### src/rtl/if_id_stage.sv
// ============================================================================
// if_id_stage
// ----------------------------------------------------------------------------
// Pipeline register between instruction fetch and decode. It carries
// {AddIn, ImemoryIn} pairs in order, one pair per cycle. A two-entry
// structure (a main register plus a skid register) absorbs one cycle of
// decode backpressure without losing an instruction. A flush squashes
// everything that is held or arriving. Every output comes straight from a
// flop, so there is no combinational path from an input to an output.
//
// Ports
//   clk         in   clock, rising edge
//   rst         in   asynchronous, active-high reset
//   in_valid    in   fetch presents a pair
//   in_ready    out  stage can accept a pair (registered; skid empty)
//   AddIn       in   [ADDR_W]  fetch address / PC+4
//   ImemoryIn   in   [INSTR_W] fetched instruction
//   flush       in   squash all held and incoming pairs
//   out_valid   out  AddOut/ImemoryOut hold a valid pair
//   out_ready   in   decode consumes the pair this cycle
//   AddOut      out  [ADDR_W]  address to decode (0 when invalid)
//   ImemoryOut  out  [INSTR_W] instruction to decode (NOP when invalid)
//   stall_cnt   out  [CNT_W]   saturating count of stalled output cycles
//
// States
//   S_EMPTY | main invalid, skid invalid
//   S_ONE   | main valid,   skid invalid
//   S_FULL  | main valid,   skid valid
// ============================================================================
module if_id_stage #(
    parameter int                 ADDR_W  = 32,
    parameter int                 INSTR_W = 32,
    parameter logic [INSTR_W-1:0] NOP     = '0,
    parameter int                 CNT_W   = 16
) (
    input  logic               clk,
    input  logic               rst,
    input  logic               in_valid,
    output logic               in_ready,
    input  logic [ADDR_W-1:0]  AddIn,
    input  logic [INSTR_W-1:0] ImemoryIn,
    input  logic               flush,
    output logic               out_valid,
    input  logic               out_ready,
    output logic [ADDR_W-1:0]  AddOut,
    output logic [INSTR_W-1:0] ImemoryOut,
    output logic [CNT_W-1:0]   stall_cnt
);

    typedef enum logic [1:0] {
        S_EMPTY = 2'd0,
        S_ONE   = 2'd1,
        S_FULL  = 2'd2
    } state_t;

    localparam logic [CNT_W-1:0] CNT_MAX = '1;

    state_t             r_state;
    logic               r_out_valid;
    logic               r_in_ready;
    logic [ADDR_W-1:0]  r_main_add;
    logic [INSTR_W-1:0] r_main_instr;
    logic [ADDR_W-1:0]  r_skid_add;
    logic [INSTR_W-1:0] r_skid_instr;
    logic [CNT_W-1:0]   r_stall_cnt;

    state_t             w_state_nxt;
    logic [ADDR_W-1:0]  w_main_add_nxt;
    logic [INSTR_W-1:0] w_main_instr_nxt;
    logic [ADDR_W-1:0]  w_skid_add_nxt;
    logic [INSTR_W-1:0] w_skid_instr_nxt;
    logic               w_out_valid_nxt;
    logic               w_in_ready_nxt;

    logic               w_in_fire;
    logic               w_out_fire;
    logic               w_stalled;

    assign w_in_fire  = in_valid & r_in_ready;
    assign w_out_fire = r_out_valid & out_ready;
    assign w_stalled  = r_out_valid & ~out_ready;

    // ------------------------------------------------------------------
    // State and data registers
    // ------------------------------------------------------------------
    always_ff @(posedge clk or posedge rst) begin
        if (rst) begin
            r_state      <= S_EMPTY;
            r_out_valid  <= 1'b0;
            r_in_ready   <= 1'b1;
            r_main_add   <= '0;
            r_main_instr <= NOP;
            r_skid_add   <= '0;
            r_skid_instr <= NOP;
            r_stall_cnt  <= '0;
        end else begin
            r_state      <= w_state_nxt;
            r_out_valid  <= w_out_valid_nxt;
            r_in_ready   <= w_in_ready_nxt;
            r_main_add   <= w_main_add_nxt;
            r_main_instr <= w_main_instr_nxt;
            r_skid_add   <= w_skid_add_nxt;
            r_skid_instr <= w_skid_instr_nxt;
            // Sampled before the edge, so a flush edge with a stalled
            // output still counts.
            if (w_stalled && (r_stall_cnt != CNT_MAX)) begin
                r_stall_cnt <= r_stall_cnt + 1'b1;
            end
        end
    end

    // ------------------------------------------------------------------
    // Next state and next register contents
    // ------------------------------------------------------------------
    always_comb begin
        w_state_nxt      = r_state;
        w_main_add_nxt   = r_main_add;
        w_main_instr_nxt = r_main_instr;
        w_skid_add_nxt   = r_skid_add;
        w_skid_instr_nxt = r_skid_instr;

        if (flush) begin
            // Flush overrides both handshakes; the incoming pair is dropped.
            w_state_nxt      = S_EMPTY;
            w_main_add_nxt   = '0;
            w_main_instr_nxt = NOP;
            w_skid_add_nxt   = '0;
            w_skid_instr_nxt = NOP;
        end else begin
            case (r_state)
                S_EMPTY: begin
                    if (w_in_fire) begin
                        w_state_nxt      = S_ONE;
                        w_main_add_nxt   = AddIn;
                        w_main_instr_nxt = ImemoryIn;
                    end
                end
                S_ONE: begin
                    if (w_in_fire && w_out_fire) begin
                        w_main_add_nxt   = AddIn;
                        w_main_instr_nxt = ImemoryIn;
                    end else if (w_out_fire) begin
                        w_state_nxt      = S_EMPTY;
                        w_main_add_nxt   = '0;
                        w_main_instr_nxt = NOP;
                    end else if (w_in_fire) begin
                        w_state_nxt      = S_FULL;
                        w_skid_add_nxt   = AddIn;
                        w_skid_instr_nxt = ImemoryIn;
                    end
                end
                S_FULL: begin
                    // in_ready is low here, so only the output side can move.
                    if (w_out_fire) begin
                        w_state_nxt      = S_ONE;
                        w_main_add_nxt   = r_skid_add;
                        w_main_instr_nxt = r_skid_instr;
                        w_skid_add_nxt   = '0;
                        w_skid_instr_nxt = NOP;
                    end
                end
                default: begin
                    w_state_nxt      = S_EMPTY;
                    w_main_add_nxt   = '0;
                    w_main_instr_nxt = NOP;
                    w_skid_add_nxt   = '0;
                    w_skid_instr_nxt = NOP;
                end
            endcase
        end
    end

    // ------------------------------------------------------------------
    // Handshake flags, decoded from the next state so they are registered
    // ------------------------------------------------------------------
    always_comb begin
        w_out_valid_nxt = 1'b0;
        w_in_ready_nxt  = 1'b1;
        case (w_state_nxt)
            S_EMPTY: begin
                w_out_valid_nxt = 1'b0;
                w_in_ready_nxt  = 1'b1;
            end
            S_ONE: begin
                w_out_valid_nxt = 1'b1;
                w_in_ready_nxt  = 1'b1;
            end
            S_FULL: begin
                w_out_valid_nxt = 1'b1;
                w_in_ready_nxt  = 1'b0;
            end
            default: begin
                w_out_valid_nxt = 1'b0;
                w_in_ready_nxt  = 1'b1;
            end
        endcase
    end

    assign out_valid  = r_out_valid;
    assign in_ready   = r_in_ready;
    assign AddOut     = r_main_add;
    assign ImemoryOut = r_main_instr;
    assign stall_cnt  = r_stall_cnt;

endmodule

### config.mk
export PLATFORM = sky130hd
export DESIGN_NAME = if_id_stage
export DESIGN_NICKNAME = d
export VERILOG_FILES = /design/src/rtl/if_id_stage.sv
export SDC_FILE = /design/constraint.sdc
export NUM_CORES = 1
export LEC_CHECK = 0
export BUFFER_PORTS_ARGS = -buffer_cell sky130_fd_sc_hd__clkbuf_2
export CAP_MARGIN = 25
export CORE_ASPECT_RATIO = 0.7
export CORE_MARGIN = 3
export CORE_UTILIZATION = 49
export CTS_CLUSTER_SIZE = 24
export DETAILED_ROUTE_END_ITERATION = 10
export PLACE_DENSITY = 0.75
export SLEW_MARGIN = 0
export SYNTH_ARGS = -nofsm -noshare
export SYNTH_HDL_FRONTEND = slang
export SYNTH_SLANG_ARGS = --single-unit
### constraint.sdc
create_clock -name clk -period 6.45 [get_ports clk]
set_clock_uncertainty 0.05 [all_clocks]
set_input_delay 0.645 -clock clk [delete_from_list [all_inputs] [get_ports clk]]
set_output_delay 0.645 -clock clk [all_outputs]
set_load 0.02 [all_outputs]
## Yosys cells after proc, flatten, opt, wreduce, memory -nomap -nowiden

Cells that the tools add are included.

| cells by class | value |
|---|---|
| add/subtract/negate cells | 1 |
| equal/unequal tests | 12 |
| multiplexer cells | 28 |
| bitwise logic cells | 4 |
| reduce and logical (&&, ||, !) cells | 6 |

Operators by type and width:

| operator | number |
|---|---|
| 2-to-1 mux 32 bit | 15 |
| one-hot mux 32 bit (3 select lines) | 4 |
| adder 16 x 1 -> 16 bit (second input constant) | 1 |
| != test 16 bit (second input constant) | 1 |
| != test 3 bit (second input constant) | 5 |
| 2-to-1 mux 2 bit | 6 |
| one-hot mux 2 bit (3 select lines) | 1 |
| AND reduction 5 bit | 1 |
| == test 2 x 1 -> 1 bit (second input constant) | 2 |
| == test 2 bit (second input constant) | 2 |
| != test 4 bit (second input constant) | 1 |
| AND 1 bit | 3 |
| AND reduction 3 bit | 1 |
| logical AND 1 bit | 2 |
| logical NOT 2 bit | 1 |
| 2-to-1 mux 1 bit | 2 |
| != test 2 bit (second input constant) | 1 |
| OR reduction 2 bit | 1 |
| inverter 1 bit | 1 |

| word-level totals | value |
|---|---|
| bits in registers | 148 |
| bits of input ports | 69 |
| word-level logic and storage cells | 59 |

## Depth between registers and ports, before layout

| logic depth | value |
|---|---|
| depth in word-level cells | 9 |
| mapped depth | 8 |
| depth with buffers taken out | 6 |

## Worst setup path before layout

OpenSTA, ideal clock, no wires.

| timing path | value |
|---|---|
| path type | input port to flip-flop |
| from | input out_ready |
| to | register r_stall_cnt[13] (netlist: stall_cnt[13]) |
| arrival | 1.683 ns |
| data required time | 6.272 ns |
| slack | 4.589 ns |
| stages | 6 |
| cell sequence | buf_2 > and4b_1 > and3_1 > buf_4 > nand3_1 > mux2_1 |

| between the ends | value |
|---|---|
| cells in the longest elaborated chain, start to end | 3 |

RTL lines:

| element | RTL line | text |
|---|---|---|
| start: declaration | 44 | `input logic out_ready,` |
| inverter 1 bit | 81 | `assign w_stalled = r_out_valid & ~out_ready;` |
| AND 1 bit | 81 |  |
| logical AND 1 bit | 106 | `if (w_stalled && (r_stall_cnt != CNT_MAX)) begin` |
| end signal: assignment | 107 | `r_stall_cnt <= r_stall_cnt + 1'b1;` |
| end: declaration | 65 | `logic [CNT_W-1:0] r_stall_cnt;` |

No other way between the ends.
A chain may end at the register's enable or synchronous reset.

## Worst setup path in the final report

| timing path | value |
|---|---|
| from | register r_out_valid (netlist: out_valid) |
| to | register r_main_instr[1] (netlist: ImemoryOut[1]) |

| between the ends | value |
|---|---|
| cells in the longest elaborated chain, start to end | 5 |

RTL lines:

| element | RTL line | text |
|---|---|---|
| start: declaration | 59 | `logic r_out_valid;` |
| start signal: assignment | 98 | `r_out_valid <= w_out_valid_nxt;` |
| AND 1 bit * | 80 | `assign w_out_fire = r_out_valid & out_ready;` |
| logical AND 1 bit | 139 | `if (w_in_fire && w_out_fire) begin` |
| 2-to-1 mux 32 bit | 139 |  |
| one-hot mux 32 bit (3 select lines) | 130 | `case (r_state)` |
| 2-to-1 mux 32 bit | 122 | `if (flush) begin` |
| end signal: assignment | 101 | `r_main_instr <= w_main_instr_nxt;` |
| end: declaration | 62 | `logic [INSTR_W-1:0] r_main_instr;` |

Every way passes the cells marked *; elsewhere a longest branch is shown, timed or not.

==> impl_metrics.yaml <==
final_layout:
  fin_area_mm2: 0.00825
  multi_input_area_mm2: 0.00261
  layout.cells.non_filler: 934
  final_antenna_diode_count: 0
  layout.area.seq_mm2: 0.00370
  synthToLayoutAreaGrowth_pct: 20.9
  most_frequent_standard_cell_in_the_layout_excluding_fill_and_tap_cells: "sky130_fd_sc_hd__clkbuf_2"
  most_frequent_cells_in_the_layout: "sky130_fd_sc_hd__clkbuf_2 (150), sky130_fd_sc_hd__dfrtp_1 (147), sky130_fd_sc_hd__nand2_1 (69)"
  layout.nets: 807
  layout-drive-gt1-share: 0.278
  filler_cells_inserted: 1102
setup_path:
  required_ns: 6.72
  endpoint_kind: "register"
  critical_path.max_fanout: 33
  timing.critical_path.buf_inv: 1
  worstRegToRegCells: 5
  critical_path.slowest_cell: "sky130_fd_sc_hd__a21oi_4"
  regToRegStartpoint: "out_valid"
  ff2ff_setup_slack_ns: 3.91
  timing.critical_path.arrival_ns: 2.81
  critPathMaxStageDelay_ns: 0.76
  r2r-end: "ImemoryOut[1]"
  cpLargestDelayFamily: "compound AO/OA/AOI/OAI gates"
  setup.worst_path.start_class: "register"
  worst-setup-path-type: "register to register"
  crit_chain: "nand4_1 -> a21oi_4 -> buf_4 -> a22oi_1 -> o2bb2ai_1"
global_routing:
  total_overflow_reported_by_the_global_router: 0
  grt_max_degree: 79
  first_global_vias: 5328
  grt_antenna_before_repair: 0
  global_route.usage.total: 0.223
  grt_pass1_wl_um: 27900
timing:
  finalCritPeriodShare: 0.393
  slew_headroom: 0.407
  number_of_failing_hold_endpoints_at_the_final_stage: 0
  report.final.setup_viol: 0
  grt_setup_unrepaired: "no"
  min_period_ns: 2.54
  f_max_mhz: 394
  timing_max_transition_violations_final: 0
  postLayoutSetupSlackWorst_ns: 3.91
  tns_ns: 0
  timing_worst_slew_pin_value_ns: 0.887
cts:
  cts_buffer_depth: 2
  clock_tree_from_tritoncts: "built"
  worst_skew_pair.late_latency_ns: 0.40
  clock-root-buffer: "sky130_fd_sc_hd__clkbuf_16"
  post_cts_resized: 0
  cts.repair_timing.setup_buffer_count: 0
  number_of_clock_buffers_inserted_by_tritoncts: 17
  cts_htree_levels: 4
  cts_sinks: 148
  cts.clk_slew.worst_paths_ns: 0.06
  post_cts_hold_buffer_count: 0
yosys:
  synthDominantCellAreaShare: 0.539
  ys_ff_latch: 148
  synth.cell_area_mm2: 0.00682
  synth_fp_nets: 674
  synth_cell_types: 51
  post_synth_inst_count: 603
  synth_warnings: 0
  netlist_top_cells_area: "sky130_fd_sc_hd__dfrtp_1 (54%), sky130_fd_sc_hd__mux2i_1 (9.5%), sky130_fd_sc_hd__o2bb2ai_1 (7.7%), sky130_fd_sc_hd__a22oi_1 (7.0%), sky130_fd_sc_hd__nand2_1 (3.8%)"
  synth-seq-area-share: 0.543
  syn-mean-instance-area_um2: 11.3
  synth_top_area_cell: "sky130_fd_sc_hd__dfrtp_1"
placed_design:
  placement.io_buffers: 150
  gp_routability_congestion: 0.817
  dp_hpwl_um: 10900
  placed_area_mm2: 0.00764
  place.detailed.instances: 902
  place_ws_ns: 3.70
routing:
  routed-via-count: 5230
  dr.first_iter.drc_count: 373
  wl_per_cell_um: 17.9
  ant_nets: 0
  vias_per_cell: 5.60
  wirelength_um: 16700
  drt_pre_antenna_iters: 5
  detail_route.drc_violations: 0
floorplanning:
  placeableCoreArea_mm2: 0.0134
  full_die_area_mm2: 0.0154
  floorplan.die.height_um: 105
  pin_count: 151
  fp-row-count: 35
  floorplan_die_width_um: 147
  initial_core_util: 0.509
power:
  p_leak_uw: 0.00408
  power.share.sequential: 0.418
  power.share.combinational: 0.207
  irDropWorstVdd_mv: 0.182
  internal_power_uw: 1840
  clock_power_share: 0.375
  power.share.switching: 0.311
  power.net_switching_uw: 830
  pwr_density_cell_mw_per_mm2: 324
status:
  status: "complete, no violations"
worst_hold_path:
  hp-class: "input pin to asynchronous set/reset pin"
run:
  maxCapViolations: 0
==> layout make-up <==
type | instances | share of cell area
Timing Repair Buffer | 159 | 0.102
Inverter | 67 | 0.0311
Clock inverter | 12 | 0.0190
Clock buffer | 20 | 0.0542
Multi-Input combinational cell | 343 | 0.317
Sequential cell | 148 | 0.449
Tap cell | 185 | 0.0281
==> per-stage QoR <==
step | util | power, uW | hold WS, ns
finish | 0.616 | 2670 | 0.296
detailed placement | 0.570 | 1690 | 0.423
CTS | 0.616 | 2700 | 0.331
global placement | 0.568 | 1660 | 0.422
global route | 0.616 | 2800 | 0.348
floorplan | - | 1510 | 0.444
==> power by group through the flow <==
stage	Combinational (uW)	Sequential, uW	Clock (uW)
final	553	1120	1000
after global routing	605	1130	1070
after CTS	559	1120	1020
after detailed placement	557	1130	0
after global placement	538	1130	0
after floorplan	322	1180	0
==> cells in the mapped netlist, drive strengths merged <==
master	instances
xnor2	5
and3	4
buf	39
a21oi	7
dfstp	1
inv	67
and4b	1
a41oi	1
a31oi	4
nor2b	2
ha	2
o311a	1
mux2	3
o2111ai	1
nor3	1
clkbuf	6
dfrtp	147
a211oi	1
nor3b	2
o21ai	1
or2	3
nor4	3
o22ai	1
and2b	1
nand3b	2
nor4bb	1
nor2	8
a21boi	1
nand2	69
o2bb2ai	64
nand3	7
o211ai	1
nand4	4
and4	2
a22oi	64
o21bai	1
nand2b	3
xor2	7
mux2i	65
==> how the worst max path moves through the flow <==
| stage | end | slack [ns] | start | cells after the start |
|---|---|---|---|---|
| after global placement | ImemoryOut[29] | 3.82 | out_ready | 6 |
| after global routing | ImemoryOut[1] | 3.72 | out_valid | 5 |
| after CTS | ImemoryOut[1] | 3.92 | out_valid | 5 |
| after floorplan | AddOut[0] | 1.78 | rst | 1 |
| final | ImemoryOut[1] | 3.91 | out_valid | 5 |
| after detailed placement | ImemoryOut[14] | 3.70 | out_ready | 6 |
==> per-layer routing <==
metal	track usage	vias up	share of wire
li1	-	2399	-
met1	0.334	2646	0.48
met2	0.332	179	0.46
met3	0.0524	6	0.060
met4	0.0499	0	0.0043
met5	0	-	0
==> cell families (layout without fill, tap and decap cells) <==
family | after synthesis | after routing | synth area share
AO/OA/AOI/OAI | 148 | 148 | 0.176
flip-flops | 148 | 148 | 0.543
AND/OR/NAND/NOR | 113 | 113 | 0.0816
buffers and inverters | 112 | 258 | 0.0794
multiplexers | 68 | 68 | 0.100
XOR/XNOR | 12 | 12 | 0.0165
adder cells (fa/ha/maj) | 2 | 2 | 0.00367
==> sequential cells by signal, indices dropped and copies added (netlist names) <==
register      count
AddOut           32
r_state           2
ImemoryOut       32
stall_cnt        16
r_skid_instr     32
r_skid_add       32
in_ready          1
out_valid         1
(Power assumes the default switching activity.)
